**src/rtl/fixed_32_pkg.sv**
```systemverilog
// Shared constants and state encoding for the Q16.16 packet accumulator.
package fixed_32_pkg;

    localparam int          FRACT_BITS = 16;
    localparam logic [31:0] Q_MAX      = 32'h7FFF_FFFF;
    localparam logic [31:0] Q_MIN      = 32'h8000_0000;

    typedef enum logic {
        ST_ACCUM = 1'b0,
        ST_HOLD  = 1'b1
    } state_t;

endpackage

```
**src/rtl/fixed_32_sat.sv**
```systemverilog
// Combinational clamp of a wide signed accumulator value to signed 32 bits.
module fixed_32_sat
    import fixed_32_pkg::*;
#(
    parameter int IN_W = 40
) (
    input  logic [IN_W-1:0] din,
    output logic [31:0]     dout,
    output logic            clamped
);

    logic [IN_W-32:0] upper;

    // Value fits when every bit from 31 upward equals the sign bit.
    always_comb begin
        upper   = din[IN_W-1:31];
        dout    = din[31:0];
        clamped = 1'b0;
        if (!((&upper) || !(|upper))) begin
            dout    = din[IN_W-1] ? Q_MIN : Q_MAX;
            clamped = 1'b1;
        end
    end

endmodule

```
**src/rtl/fixed_32_accum.sv**
```systemverilog
// Packet accumulator for signed Q16.16 terms with guard bits, sticky
// saturation/overflow flags and a held result.
// Handshake: a term transfers on a rising edge where in_valid && in_ready;
// a result transfers on a rising edge where out_valid && out_ready. out_valid,
// once high, stays high with stable result outputs until that transfer, and
// never depends combinationally on out_ready.
module fixed_32_accum
    import fixed_32_pkg::*;
#(
    parameter int GUARD_BITS = 8,
    parameter int CNT_W      = 16
) (
    input  logic             clk,
    input  logic             rst_n,
    input  logic             in_valid,
    output logic             in_ready,
    input  logic [31:0]      p_in,
    input  logic             ovf_in,
    input  logic             in_last,
    input  logic             clr,
    output logic             out_valid,
    input  logic             out_ready,
    output logic [31:0]      sum_out,
    output logic             sat_out,
    output logic             ovf_out,
    output logic [CNT_W-1:0] term_cnt
);

    localparam int              ACC_W   = 32 + GUARD_BITS;
    localparam logic [ACC_W-1:0] ACC_MAX = {1'b0, {(ACC_W-1){1'b1}}};
    localparam logic [ACC_W-1:0] ACC_MIN = {1'b1, {(ACC_W-1){1'b0}}};

    state_t             state_q, state_d;
    logic [ACC_W-1:0]   acc_q, acc_d;
    logic [CNT_W-1:0]   cnt_q, cnt_d;
    logic               isat_q, isat_d;
    logic               iovf_q, iovf_d;
    logic               out_valid_q, out_valid_d;
    logic [31:0]        sum_q, sum_d;
    logic               sat_out_q, sat_out_d;
    logic               ovf_out_q, ovf_out_d;
    logic [CNT_W-1:0]   term_cnt_q, term_cnt_d;

    logic [ACC_W:0]     wide_sum;
    logic               add_ovf;
    logic [ACC_W-1:0]   acc_add;
    logic [CNT_W-1:0]   cnt_inc;
    logic               accept;
    logic [31:0]        clamp_val;
    logic               clamp_flag;

    assign in_ready  = (state_q == ST_ACCUM) && !clr;
    assign accept    = in_valid && in_ready;
    assign out_valid = out_valid_q;
    assign sum_out   = sum_q;
    assign sat_out   = sat_out_q;
    assign ovf_out   = ovf_out_q;
    assign term_cnt  = term_cnt_q;

    // Saturating add of the sign-extended term; counter holds at all-ones.
    always_comb begin
        wide_sum = {acc_q[ACC_W-1], acc_q} + {{(GUARD_BITS+1){p_in[31]}}, p_in};
        add_ovf  = wide_sum[ACC_W] ^ wide_sum[ACC_W-1];
        acc_add  = wide_sum[ACC_W-1:0];
        if (add_ovf) begin
            acc_add = wide_sum[ACC_W] ? ACC_MIN : ACC_MAX;
        end
        cnt_inc = (&cnt_q) ? cnt_q : cnt_q + 1'b1;
    end

    // Result clamp sees the accumulator value including the current term.
    fixed_32_sat #(.IN_W(ACC_W)) u_sat (
        .din     (acc_add),
        .dout    (clamp_val),
        .clamped (clamp_flag)
    );

    // Next-state logic for the ACCUM/HOLD controller and all registers.
    always_comb begin
        state_d     = state_q;
        acc_d       = acc_q;
        cnt_d       = cnt_q;
        isat_d      = isat_q;
        iovf_d      = iovf_q;
        out_valid_d = out_valid_q;
        sum_d       = sum_q;
        sat_out_d   = sat_out_q;
        ovf_out_d   = ovf_out_q;
        term_cnt_d  = term_cnt_q;
        case (state_q)
            ST_ACCUM: begin
                if (clr) begin
                    acc_d  = '0;
                    cnt_d  = '0;
                    isat_d = 1'b0;
                    iovf_d = 1'b0;
                end else if (accept) begin
                    acc_d  = acc_add;
                    cnt_d  = cnt_inc;
                    isat_d = isat_q | add_ovf;
                    iovf_d = iovf_q | ovf_in;
                    if (in_last) begin
                        state_d     = ST_HOLD;
                        out_valid_d = 1'b1;
                        sum_d       = clamp_val;
                        sat_out_d   = clamp_flag | isat_q | add_ovf;
                        ovf_out_d   = iovf_q | ovf_in;
                        term_cnt_d  = cnt_inc;
                    end
                end
            end
            ST_HOLD: begin
                if (out_ready) begin
                    state_d     = ST_ACCUM;
                    out_valid_d = 1'b0;
                    acc_d       = '0;
                    cnt_d       = '0;
                    isat_d      = 1'b0;
                    iovf_d      = 1'b0;
                end
            end
            default: state_d = ST_ACCUM;
        endcase
    end

    // State and result registers with asynchronous clear.
    always_ff @(posedge clk or negedge rst_n) begin
        if (!rst_n) begin
            state_q     <= ST_ACCUM;
            acc_q       <= '0;
            cnt_q       <= '0;
            isat_q      <= 1'b0;
            iovf_q      <= 1'b0;
            out_valid_q <= 1'b0;
            sum_q       <= '0;
            sat_out_q   <= 1'b0;
            ovf_out_q   <= 1'b0;
            term_cnt_q  <= '0;
        end else begin
            state_q     <= state_d;
            acc_q       <= acc_d;
            cnt_q       <= cnt_d;
            isat_q      <= isat_d;
            iovf_q      <= iovf_d;
            out_valid_q <= out_valid_d;
            sum_q       <= sum_d;
            sat_out_q   <= sat_out_d;
            ovf_out_q   <= ovf_out_d;
            term_cnt_q  <= term_cnt_d;
        end
    end

endmodule

```
**config.mk**
```make
export PLATFORM = sky130hd
export DESIGN_NAME = fixed_32_accum
export DESIGN_NICKNAME = d
export VERILOG_FILES = /design/src/rtl/fixed_32_pkg.sv /design/src/rtl/fixed_32_sat.sv /design/src/rtl/fixed_32_accum.sv
export SDC_FILE = /design/constraint.sdc
export NUM_CORES = 1
export LEC_CHECK = 0
export CORE_MARGIN = 3
export CORE_UTILIZATION = 36
export DETAILED_ROUTE_END_ITERATION = 16
export DONT_BUFFER_PORTS = 1
export GPL_TIMING_DRIVEN = 1
export PLACE_DENSITY = 0.49
export RECOVER_POWER = 50
export SETUP_SLACK_MARGIN = 0.4
export SLEW_MARGIN = 10
export SYNTH_ARGS = -nofsm -noshare
export SYNTH_HDL_FRONTEND = slang
export SYNTH_SLANG_ARGS = --single-unit
```
**constraint.sdc**
```tcl
create_clock -name clk -period 11.1 [get_ports clk]
set_clock_uncertainty 0.15 [all_clocks]
set_input_delay 2.775 -clock clk [delete_from_list [all_inputs] [get_ports clk]]
set_output_delay 2.775 -clock clk [all_outputs]
set_load 0.02 [all_outputs]
```
==> run summary, run 1 <==
In the final routed layout, each cell accounts on average for 20.2 um. The area growth from synthesis to final layout was 3.99%; the placeable core area was 21400 um2. After synthesis the netlist holds a flip-flop and latch count of 110. The number of enable-type register cells in the synthesized netlist works out to 0. Once detailed placement completed, the half-perimeter wirelength came to 16.8 mm. The run gives 6 as the number of iterations in the first detailed-routing pass.

Across all layers, the routed design uses 6725 vias. The type of the worst setup path is input port to flip-flop. The clock drives 110 sinks. The post-CTS setup-driven buffer insertion count came out at 0. The x dimension of the die works out to 155 um.

Derived from the worst setup path, the maximum achievable clock frequency is 119 MHz. The weighted congestion reported at the end of routability-driven placement came out at 0.904. The type of the most critical hold path is flip-flop to flip-flop.

For this run, the leading register cell type out of synthesis is sky130_fd_sc_hd__dfrtp_1. In this run the critical register-to-register path is captured at sum_out[24]$_DFFE_PN0P_. After synthesis, the mean cell area works out to 8.48 um2. The tools report the sort of element at the start of the critical path as an input port. The share of async-settable or async-resettable flops after synthesis was 100%; the clock network latency to the later pin of the worst-skew pair was 370 ps. Setup total negative slack on the finished layout was measured at 0 ps. Hold repair after CTS inserted 0 buffers. In the post-synthesis netlist, the biggest area contributors are sky130_fd_sc_hd__dfrtp_1 (35%), sky130_fd_sc_hd__o21ai_0 (7.5%), sky130_fd_sc_hd__ha_1 (6.8%). The number of buffer cells added on primary ports was 0; the die boundary height was 155 um. The run gives 0 as the number of warnings issued by yosys.

STA classifies the critical path endpoint as a flip-flop. Summing every instance area after synthesis gives 7940 um2. The overall global routing resource usage is 20.0%. The number of clock buffers added by TritonCTS is 9.

The number of DRC violations after detailed routing was 0; the count of pins over their slew limit was 0. After global routing the overflow that remains totals 0. Entering global routing, the biggest net connects 111 pins. At the end of the flow the core is filled with cells to 38.7%. The clock-pin slew on the worst setup and hold paths came out at 90 ps.

The cell at the root of the clock tree is sky130_fd_sc_hd__clkbuf_16. The final antenna-violating net count was 0. The post-route cell area is 8260 um2. The post-synthesis net count came out at 1019.

sky130_fd_sc_hd__dfrtp_1 takes more of the synthesized area than any other cell. For this run, the register share of the synthesized area comes to 34.7%. In this run the static leakage power is 3.42 nW. The tools report the count of routing violations after the opening detailed-route iteration as 440.

The tools report the beginning of the critical path as p_in[30]. At the pin with the least slew margin, the transition time is 1010 ps. The run finished with clean final reports. The worst supply voltage drop on vdd is 0.000111 V, and the power density normalized to cell area is 311 nW/um2.

The number of antenna violations at the first check in global routing was 0; the via count of the first global-routing pass was 6737. The total of cells resized after clock tree synthesis was 0; the number of maximum-capacitance constraint violations was 0. The number of cells on the worst reg-to-reg path is 20. TritonCTS built the clock tree. In the finished design, the share of the clock period the worst path needs comes to 75.9%. The die covers 23900 um2. The hold violation total from the final report is 0, and the proportion of layout cells with a drive suffix above 1 is 8.18%. Setup violations remaining at the end of the flow were counted as 0.

Wires add up to 23.8 mm. 91 I/O pins were placed. The most repeated cell in the gate-level netlist after synthesis was sky130_fd_sc_hd__o21ai_0. Top fanout value on the critical path: 52. No sink is reached through more buffers than the 2 on the longest clock path. The tools report the reg-to-reg startpoint as acc_q[30]$_DFFE_PN0P_. The maximum level of the CTS H-tree was 3.

By count the netlist is led by sky130_fd_sc_hd__o21ai_0 (119), sky130_fd_sc_hd__nand2_1 (118), sky130_fd_sc_hd__dfrtp_1 (110). For the data arrival time at the worst-slack endpoint, the log shows 8480 ps. The post-detailed-route via-to-cell ratio works out to 5.70.

After synthesis, the netlist uses 77 different library cells. The endpoint of the worst setup timing path was sum_out[24]$_DFFE_PN0P_. The post-place instance area came out at 7950 um2. The first-pass GRT wire length was 38.1 mm; the initial core utilization was 37.2%. The fraction of synthesized cell area taken by the top area cell type is 34.7%, and the count of antenna diodes in the layout is 0. The data required time of the critical path was 11160 ps.

Counting I/O delays and the setup requirement, the final critical path takes 8420 ps. Setup repair after global routing left no endpoint under its margin. The run gives 936 as the synthesized instance count.

The floorplan has 53 rows. The startpoint identified for the worst hold timing path is acc_q[15]$_DFFE_PN0P_. The worst register-to-register path has a setup slack of 4680 ps. For this run, the post-layout net count is 983. In this run the tightest slew margin relative to its limit is 32.7%.
[worst min path at each step]
stage / endpoint / slack, ps / cells after the start
final: acc_q[15]$_DFFE_PN0P_ / 340 / 2
after CTS: acc_q[0]$_DFFE_PN0P_ / 350 / 2
after global placement: acc_q[4]$_DFFE_PN0P_ / 320 / 2
after global routing: acc_q[32]$_DFFE_PN0P_ / 370 / 1
after floorplan: acc_q[32]$_DFFE_PN0P_ / 300 / 1
after detailed placement: acc_q[32]$_DFFE_PN0P_ / 320 / 1
[critical path, stage by stage]
cell and delay [ps]:
sky130_fd_sc_hd__ha_1 440, sky130_fd_sc_hd__nand4_1 160, sky130_fd_sc_hd__or3_1 440, sky130_fd_sc_hd__or4_1 540, sky130_fd_sc_hd__o32ai_2 250, sky130_fd_sc_hd__o21a_1 220
sky130_fd_sc_hd__o21ai_0 80, sky130_fd_sc_hd__a21oi_1 150, sky130_fd_sc_hd__o21ai_0 80, sky130_fd_sc_hd__nand2b_1 140, sky130_fd_sc_hd__xor2_1 170, sky130_fd_sc_hd__ha_1 240
sky130_fd_sc_hd__buf_4 290, sky130_fd_sc_hd__inv_1 500, sky130_fd_sc_hd__nand2_1 190, sky130_fd_sc_hd__o311a_2 390, sky130_fd_sc_hd__o41a_1 410, sky130_fd_sc_hd__a2111oi_4 320
sky130_fd_sc_hd__buf_4 490, sky130_fd_sc_hd__a221oi_1 170
[registers in the layout, summed over array words and instances, names as in the netlist]
register	flops
acc_q	40
sum_out	32
cnt_q	16
term_cnt	16
iovf_q	1
isat_q	1
out_valid	1
ovf_out	1
sat_out	1
state_q	1
[through the flow]
stage / std cells / total power, mW / worst slack [ps] / hold WS (ps)
floorplan: 936 / 1.87 / 3410 / 303
global route: 1180 / 2.78 / 2220 / 366
global placement: 1164 / 2.21 / 2400 / 317
finish: 1180 / 2.57 / 2680 / 339
detailed placement: 1164 / 2.20 / 2350 / 323
CTS: 1180 / 2.57 / 2710 / 346
[cell usage in the layout, fill, tap and decap left out, drive strengths merged, types with 5 or more instances in the layout]
| cell type | synthesis | layout |
|---|---|---|
| o211ai | 7 | 7 |
| xor2 | 19 | 19 |
| or3 | 7 | 7 |
| a31oi | 6 | 6 |
| o21ai | 124 | 124 |
| nand4 | 13 | 13 |
| ha | 43 | 43 |
| nor4 | 6 | 6 |
| nor2 | 87 | 87 |
| o21a | 21 | 21 |
| nor3 | 10 | 10 |
| inv | 25 | 30 |
| o31ai | 9 | 9 |
| clkbuf | 34 | 9 |
| xnor2 | 23 | 23 |
| nand3 | 26 | 26 |
| a221oi | 6 | 6 |
| mux2i | 5 | 5 |
| o21bai | 5 | 5 |
| a21boi | 7 | 7 |
| nand2 | 118 | 118 |
| and3 | 14 | 14 |
| dfrtp | 110 | 110 |
| nand2b | 8 | 8 |
| a21oi | 92 | 92 |
| buf | 20 | 9 |
| a21o | 9 | 9 |
| a211oi | 34 | 34 |
[layer usage]
| metal | vias up | share of wire [%] | global-route usage (%) |
|---|---|---|---|
| li1 | 3321 | - | - |
| met1 | 3232 | 49 | 28.2 |
| met2 | 153 | 44 | 30.3 |
| met3 | 19 | 6.7 | 6.18 |
| met4 | 0 | 1.2 | 4.16 |
| met5 | - | 0 | 0 |
[area by class of cell]
| cell class | instances | area (um2) |
|---|---|---|
| Sequential cell | 110 | 2750 |
| Multi-Input combinational cell | 745 | 4690 |
| Fill cell | 2220 | 13100 |
| Timing Repair Buffer | 9 | 67.6 |
| Clock inverter | 7 | 87.6 |
| Tap cell | 275 | 344 |
| Inverter | 25 | 93.8 |
| Clock buffer | 9 | 225 |
[power by group]
part           switching [mW]  total [mW]  internal, mW  leakage (nW)
Sequential              0.176       0.696         0.521          1.40
Combinational            1.02        1.52         0.495          1.87
Clock                   0.175       0.357         0.182         0.155
[cells by family (layout without fill, tap and decap cells)]
kind of cell | after synthesis | count (layout) | synth area share (%)
flops | 110 | 110 | 34.7
mux | 6 | 6 | 0.772
buf+inv | 81 | 50 | 6.48
compound gates | 347 | 347 | 29.0
fa+ha+maj | 44 | 44 | 7.03
simple gates | 306 | 306 | 17.4
xor+xnor | 42 | 42 | 4.63
No activity file was read; power rests on OpenSTA's default activity.
==> run 2: changes to the inputs <==
Settings changed: ABC_AREA set to 1.
Clock period 11.1 ns to 7.9 ns, I/O delays scaled along.
==> run summary, run 2 <==
The flow ran to the end, and the final reports show no timing, DRC or antenna violations. The sequential area share after synthesis was 33.7%. Summing every instance area after synthesis gives 8170 um2. The post-CTS setup-driven buffer insertion count is 0, and the number of enable-type register cells in the synthesized netlist is 0. The cell sitting at the root of the clock tree is a sky130_fd_sc_hd__clkbuf_16. The placeable core area is 22000 um2, and the weighted congestion reported at the end of routability-driven placement is 0.937. The number of library cell types mapped by synthesis was 39. Detailed placer's ending HPWL: 19.5 mm. The number of cells traversed by the worst register-to-register path is 22.

The tools report the total wirelength of the detailed-routed design as 25.0 mm. Synthesis produced a netlist with a net count of 1251. For the pin with the worst max-slew slack, the measured transition is 1250 ps. The first routing iteration left 496 violations. The count of cells along the worst hold path was 2.

The x dimension of the die was 157 um. The placed instances occupy a cell area of 8390 um2. Counting the fill cells in the layout gives 2408. Endpoint with the worst hold slack: acc_q[28]$_DFFE_PN0P_. Type of the most critical hold path: flip-flop to flip-flop. Area growth from synthesis to final layout: 6.50%. Hold is met by 342 ps. The least setup slack across all paths after layout is 1250 ps. Ranked by flip-flop count, first place goes to acc_q. For the final number of setup-violating endpoints, the log shows 0. The non-filler instance count after layout is 1437, and the post-route cell area is 8700 um2. The worst setup path is launched from an input port. The synthesized design devotes to its leading area cell type 33.7% of total area.

Global routing finished with a remaining overflow of 0. STA puts the critical path data arrival time at 6750 ps. The power density normalized to cell area came out at 496 nW/um2. Setup total negative slack on the finished layout was measured at 0 ps. The hold violation total from the final report was 0; the die boundary height was 157 um.

Share of async-settable or async-resettable flops after synthesis: 100%. A synthesized cell averages 6.99 um2. In this run the critical register-to-register path is launched from acc_q[16]$_DFFE_PN0P_. STA classifies the critical path endpoint as a flip-flop. The area enclosed by the die boundary is 24500 um2, and the data required time of the critical path is 8000 ps. The commonest cells after synthesis are sky130_fd_sc_hd__nand2_1 (326), sky130_fd_sc_hd__inv_1 (181), sky130_fd_sc_hd__dfrtp_1 (110). Top fanout value on the critical path: 30. At the end of the flow, the number of nets in the layout was 1235. In this run the tool buffered the top-level ports with 0 buffer cells.

Summed over all instances, the cell type with the most area after synthesis is sky130_fd_sc_hd__dfrtp_1. After detailed routing, the average wire length per cell comes to 17.4 um. Post-CTS repair changed the size of 0 cells. The initial core utilization was 37.1%.

In the final layout, flip-flops and latches occupy 2750 um2. After detailed routing, the number of vias per cell comes to 5.04. Pin placement for this block handled 91 I/O pins.

Derived from the worst setup path, the maximum achievable clock frequency is 150 MHz. The number of DRC violations after detailed routing was 0; the count of antenna diodes in the layout was 0. After clock tree synthesis, the clock-pin slew on the worst setup and hold paths is 80 ps.

TritonCTS built the clock tree. Counting along the longest clock path gives a buffer depth of 2. Clock latency on the worst-skew pair, taken at its later pin, is 370 ps. Yosys attributes the largest share of cell area to sky130_fd_sc_hd__dfrtp_1 (34%), sky130_fd_sc_hd__nand2_1 (15%), sky130_fd_sc_hd__inv_1 (8.3%). The type of the worst setup path is input port to flip-flop.

In the synthesized netlist the dominant register cell turns out to be sky130_fd_sc_hd__dfrtp_1. CTS saw 110 sinks. After technology mapping, the gate count stands at 1168. The run gives 111 as the maximum number of pins on one net before global-route repair. By instance count, the leading cell after synthesis is sky130_fd_sc_hd__nand2_1. The worst path uses 84.1% of the clock period. The detail route stage leaves a number of antenna-violating nets equal to 0. In this run the most critical hold path is launched from acc_q[28]$_DFFE_PN0P_. For the via count of the first global-routing pass, the log shows 6951.

The vias after detailed routing came out at 7238. The area used by multi-input combinational logic is 4540 um2, and the proportion of layout cells with a drive suffix above 1 is 12.0%. The tools report the number of antenna violations at the first check in global routing as 1. The top cell types in the final layout, fill and taps aside, are sky130_fd_sc_hd__nand2_1 (325), sky130_fd_sc_hd__inv_1 (181), sky130_fd_sc_hd__dfrtp_1 (110). The worst reg-to-reg setup slack is 2410 ps, and the post-synthesis sequential element count is 110. In this run the critical register-to-register path is captured at sum_out[15]$_DFFE_PN0P_. The leakage dissipation was 4.54 nW.

In this run, placement finished with an instance count of 1421. Total number of placement rows: 54. The first global-routing pass estimated 39.1 mm of wire.

For this run, the number of Yosys warnings is 0. The number of buffers added to fix hold violations after cts came out at 0. The H-tree generated during clock tree synthesis spans 3 levels.

Before CTS, the worst setup slack after placement is 918 ps. The sum of internal, switching and leakage power is 4.32 mW. The number of iterations in the first detailed-routing pass is 5, and the flip-flop count of the largest register after layout is 40.

The worst pin sits at a relative slew slack of 16.5%. VDD sags by at most 0.000246 V. Setup repair after global routing left no endpoint under its margin. Across every metal layer, demand over resource in global routing totals 20.6%. The worst path needs 6650 ps of the cycle, external delays included.

Final standard cell utilization of the core: 39.5%. TritonCTS created 9 clock buffers. Max-cap violations in this run came to 0. The count of pins over their slew limit is 0. The most frequent standard cell in the layout excluding fill and tap cells was sky130_fd_sc_hd__nand2_1.
## run 2: cell type report
type	count	area share, %
flip-flops and latches	110	31.6
inverters	182	7.85
repair buffers	6	0.619
clock inverters	7	1.05
multi-input cells	843	52.2
well taps	280	4.03
clock buffers	9	2.59
## run 2: how the worst max path moves through the flow
stage | startpoint | endpoint | slack [ps] | cells past startpoint
4_1_cts | p_in[17] | sum_out[3]$_DFFE_PN0P_ | 1300 | 22
3_3_place_gp | p_in[10] | sum_out[11]$_DFFE_PN0P_ | 1030 | 22
6_report | p_in[17] | sum_out[15]$_DFFE_PN0P_ | 1250 | 22
2_1_floorplan | p_in[18] | sum_out[0]$_DFFE_PN0P_ | 2700 | 23
5_1_grt | p_in[18] | sum_out[0]$_DFFE_PN0P_ | 630 | 22
3_5_place_dp | p_in[17] | sum_out[11]$_DFFE_PN0P_ | 920 | 22
## run 2: kinds of logic after synthesis
| group | share of synthesized area [%] |
|---|---|
| XOR/XNOR | 3.65 |
| buffers and inverters | 10.9 |
| AND/OR/NAND/NOR | 30.3 |
| flip-flops | 33.7 |
| AO/OA/AOI/OAI | 14.7 |
| adder cells (fa/ha/maj) | 6.83 |
## run 2: report_power, final
| group | total [mW] | leakage (nW) | switching [mW] | internal (mW) |
|---|---|---|---|---|
| Clock | 0.495 | 0.152 | 0.264 | 0.231 |
| Sequential | 0.962 | 1.38 | 0.220 | 0.743 |
| Combinational | 2.86 | 3.01 | 2.02 | 0.836 |
| Total | 4.32 | 4.54 | 2.51 | 1.81 |
## run 2: per-layer routing
metal / wire (um) / global-route usage (%) / up-vias / part of all wire (%)
li1: - / - / 3680 / -
met1: 11400 / 28.3 / 3339 / 45
met2: 11600 / 33.1 / 186 / 46
met3: 1510 / 3.90 / 31 / 6.0
met4: 551 / 5.67 / 2 / 2.2
met5: 7 / 0 / - / 0.028
## run 2: critical path, stage by stage
cell and delay, ps:
sky130_fd_sc_hd__ha_1 340, sky130_fd_sc_hd__nand2_1 150, sky130_fd_sc_hd__nor2_2 210, sky130_fd_sc_hd__nand3_1 120, sky130_fd_sc_hd__nor2_1 100, sky130_fd_sc_hd__nand2_1 70
sky130_fd_sc_hd__nand3_2 120, sky130_fd_sc_hd__nand2_1 80, sky130_fd_sc_hd__nand2_1 90, sky130_fd_sc_hd__nand4_1 80, sky130_fd_sc_hd__o211ai_1 110, sky130_fd_sc_hd__xor2_1 210
sky130_fd_sc_hd__inv_1 70, sky130_fd_sc_hd__ha_1 950, sky130_fd_sc_hd__clkinv_1 700, sky130_fd_sc_hd__nand3_1 260, sky130_fd_sc_hd__nand3_1 100, sky130_fd_sc_hd__nor2_1 160
sky130_fd_sc_hd__nand2_2 90, sky130_fd_sc_hd__a21oi_4 440, sky130_fd_sc_hd__buf_4 280, sky130_fd_sc_hd__a21oi_2 60
==> run 3: changes to the inputs <==
Settings changed: ABC_AREA 1 to 0.
Clock period 7.9 ns to 6.5 ns, I/O delays scaled along.
==> run summary, run 3 (synthesis results as in run 1) <==
TritonCTS built the clock tree. The deepest clock path buffer count was 2; the power density normalized to cell area was 543 nW/um2. The area used by multi-input combinational logic was 4940 um2; the x dimension of the die was 155 um.

For the highest achievable clock rate, the log shows 169 MHz. The run gives 0.000205 V as the worst supply voltage drop on vdd. In this run the number of cells on the critical path is 21. The area enclosed by the die boundary is 23900 um2. The number of antenna violations at the first check in global routing is 0. The library cells used most frequently in the layout, excluding fill and tap cells, are sky130_fd_sc_hd__o21ai_0 (117), sky130_fd_sc_hd__nand2_1 (117), sky130_fd_sc_hd__dfrtp_1 (110). Data on the critical path arrives at its endpoint at 6030 ps. Clock-pin slew on the worst setup and hold paths: 80 ps. Detailed routing inserted a total of 6963 vias. In this run the clock root is driven by a sky130_fd_sc_hd__clkbuf_16.

Traced cell by cell, the critical path runs through ha_4 > nand4_1 > or3_4 > or4_4 > o32ai_4 > o21a_1 > o21ai_1 > a21oi_1 > o21ai_1 > nand2b_1 > xor2_2 > ha_4 > nor2_4 > nand2_1 > a2111o_1 > o311a_4 > o41a_1 > a2111oi_4 > buf_6 > clkbuf_16 > a211oi_2. The sort of element at the start of the critical path was an input port. For the via count of the first global-routing pass, the log shows 6594. The most flop-heavy register is acc_q. Cells with a size suffix above 1 make up 15.1% of the layout. The filler cells instantiated in the layout total 2134. The count of cells in the finished layout, fillers not included, comes to 1224. In the routed layout, each cell is associated on average with a via count of 5.69.

The clock drives 110 sinks. At the end of routability-driven placement, the weighted congestion stood at 0.874. The die is 155 um tall.

Type of element capturing the critical path: a flip-flop. The placeable core area was 21400 um2; the final critical delay including setup and external delays was 5930 ps. The floorplan has 53 rows. The first global-routing pass estimated 38.3 mm of wire. Max-cap violations in this run came to 0.

In this run, CTS created clock tree buffers numbering 9. Together, buffers and inverters on the worst path number 2. The pre-antenna-repair detailed-routing pass consisted of 5 iterations. The area growth from synthesis to layout is 12.4%.

The largest single stage delay on the critical path is 530 ps. The number of antenna diodes in the final layout is 0. The detailed placer's ending HPWL was 17.8 mm; the count of boundary I/O pins was 91.

Grouping stages by cell kind, the critical path spends the most delay in compound AO/OA/AOI/OAI gates. The tools report the number of cells in the design after placement as 1198. Of all nets on the critical path, the largest fanout is 12. The run gives 378 as the count of routing violations after the opening detailed-route iteration. In this run the worst setup path terminates at sum_out[23]$_DFFE_PN0P_.

Setup repair after global routing could not meet its margin everywhere. After detailed routing, the average wire length per cell comes to 19.9 um. Of the available clock period, the critical path in the final layout requires 91.3%. For the leakage dissipation, the log shows 3.66 nW. Type of the most critical hold path: flip-flop to flip-flop.

For this block, the routed nets add up to 24.4 mm of wire. The slew at the pin closest to its max-slew limit was 749 ps. Worst reg-to-reg setup slack: 1370 ps. The flip-flop count of the largest register after layout came out at 40. Entering global routing, the biggest net connects 111 pins.

Worst flop-to-flop path endpoint: sum_out[23]$_DFFE_PN0P_. The number of cells traversed by the worst register-to-register path works out to 21. Type of the worst setup path: input port to flip-flop. For the post-route setup TNS, the log shows 0 ps. The run finished with clean final reports.

The tools report the count of pins over their slew limit as 0. For this run the aggregate overflow at the end of global routing stands at 0. The H-tree generated during clock tree synthesis spans 3 levels.

For this run, the total global-route usage over all layers was measured as 20.1%. The run gives 6600 ps as the data required time of the critical path. Reg-to-reg startpoint: acc_q[27]$_DFFE_PN0P_. The number of buffer cells added on primary ports is 0. For the final number of setup-violating endpoints, the log shows 0. The final layout contains 1027 nets. The clock network latency to the later pin of the worst-skew pair came out at 360 ps.

The slowest cell on the critical path is sky130_fd_sc_hd__or4_4. Once the floorplan was initialized, standard cells occupied 37.2% of the core. Tracing the worst setup path back leads to its startpoint at p_in[28]. Hold violation total from the final report: 0. Measured against its own limit, the worst slew margin works out to 50.0%.

For this run, design rule violations remaining after detail routing come to 0. In the final layout, flip-flops and latches occupy 2750 um2. Final antenna-violating net count: 0.
[run 3: per-stage QoR]
stage          hold WS [ps]  total power, mW  utilization [%]  cell area, um2  setup slack (ps)
2_1_floorplan           303             3.30                -            8120               395
3_3_place_gp            317             4.15             39.3            8400               216
3_5_place_dp            325             4.13             39.3            8400               156
4_1_cts                 344             4.77             40.8            8720               516
5_1_grt                 364             5.20             41.8            8930               381
6_report                341             4.85             41.8            8930               569
[run 3: power by group]
part / internal [mW] / total (mW) / switching, mW / leakage (nW)
Clock: 0.318 / 0.614 / 0.296 / 0.149
Combinational: 1.14 / 3.03 / 1.89 / 2.12
Sequential: 0.889 / 1.20 / 0.314 / 1.40
[run 3: cell type report]
| type | count | area share, % |
|---|---|---|
| multi-input cells | 745 | 55.3 |
| flip-flops and latches | 110 | 30.8 |
| repair buffers | 53 | 5.40 |
| well taps | 275 | 3.85 |
| clock buffers | 10 | 2.68 |
| inverters | 25 | 1.09 |
| clock inverters | 6 | 0.855 |
[run 3: worst min-delay path by stage]
stage	slack (ps)	cells after the start	end	startpoint
2_1_floorplan	300	1	acc_q[32]$_DFFE_PN0P_	acc_q[32]$_DFFE_PN0P_
4_1_cts	340	2	acc_q[10]$_DFFE_PN0P_	acc_q[10]$_DFFE_PN0P_
5_1_grt	360	1	acc_q[32]$_DFFE_PN0P_	acc_q[32]$_DFFE_PN0P_
3_5_place_dp	320	2	acc_q[10]$_DFFE_PN0P_	acc_q[10]$_DFFE_PN0P_
6_report	340	2	acc_q[10]$_DFFE_PN0P_	acc_q[10]$_DFFE_PN0P_
3_3_place_gp	320	1	acc_q[32]$_DFFE_PN0P_	acc_q[32]$_DFFE_PN0P_
[run 3: timing repair]
action,CTS,global route
gates resized for setup,0,13
endpoints found under the setup margin,0,32
hold buffers,0,0
buffers inserted,0,8
[run 3: routing by layer]
layer / wire, um / GRT usage, % / share of wire [%]
met4: 282 / 4.12 / 1.2
met2: 10300 / 29.0 / 42
met5: 0 / 0 / 0
met1: 12000 / 29.8 / 49
met3: 1830 / 6.04 / 7.5
[run 3: tightest hold or removal path, cell delays in order (launching register included)]
cell                      delay [ps]
sky130_fd_sc_hd__dfrtp_1         350
sky130_fd_sc_hd__nand2_1          50
sky130_fd_sc_hd__o21ai_0          60
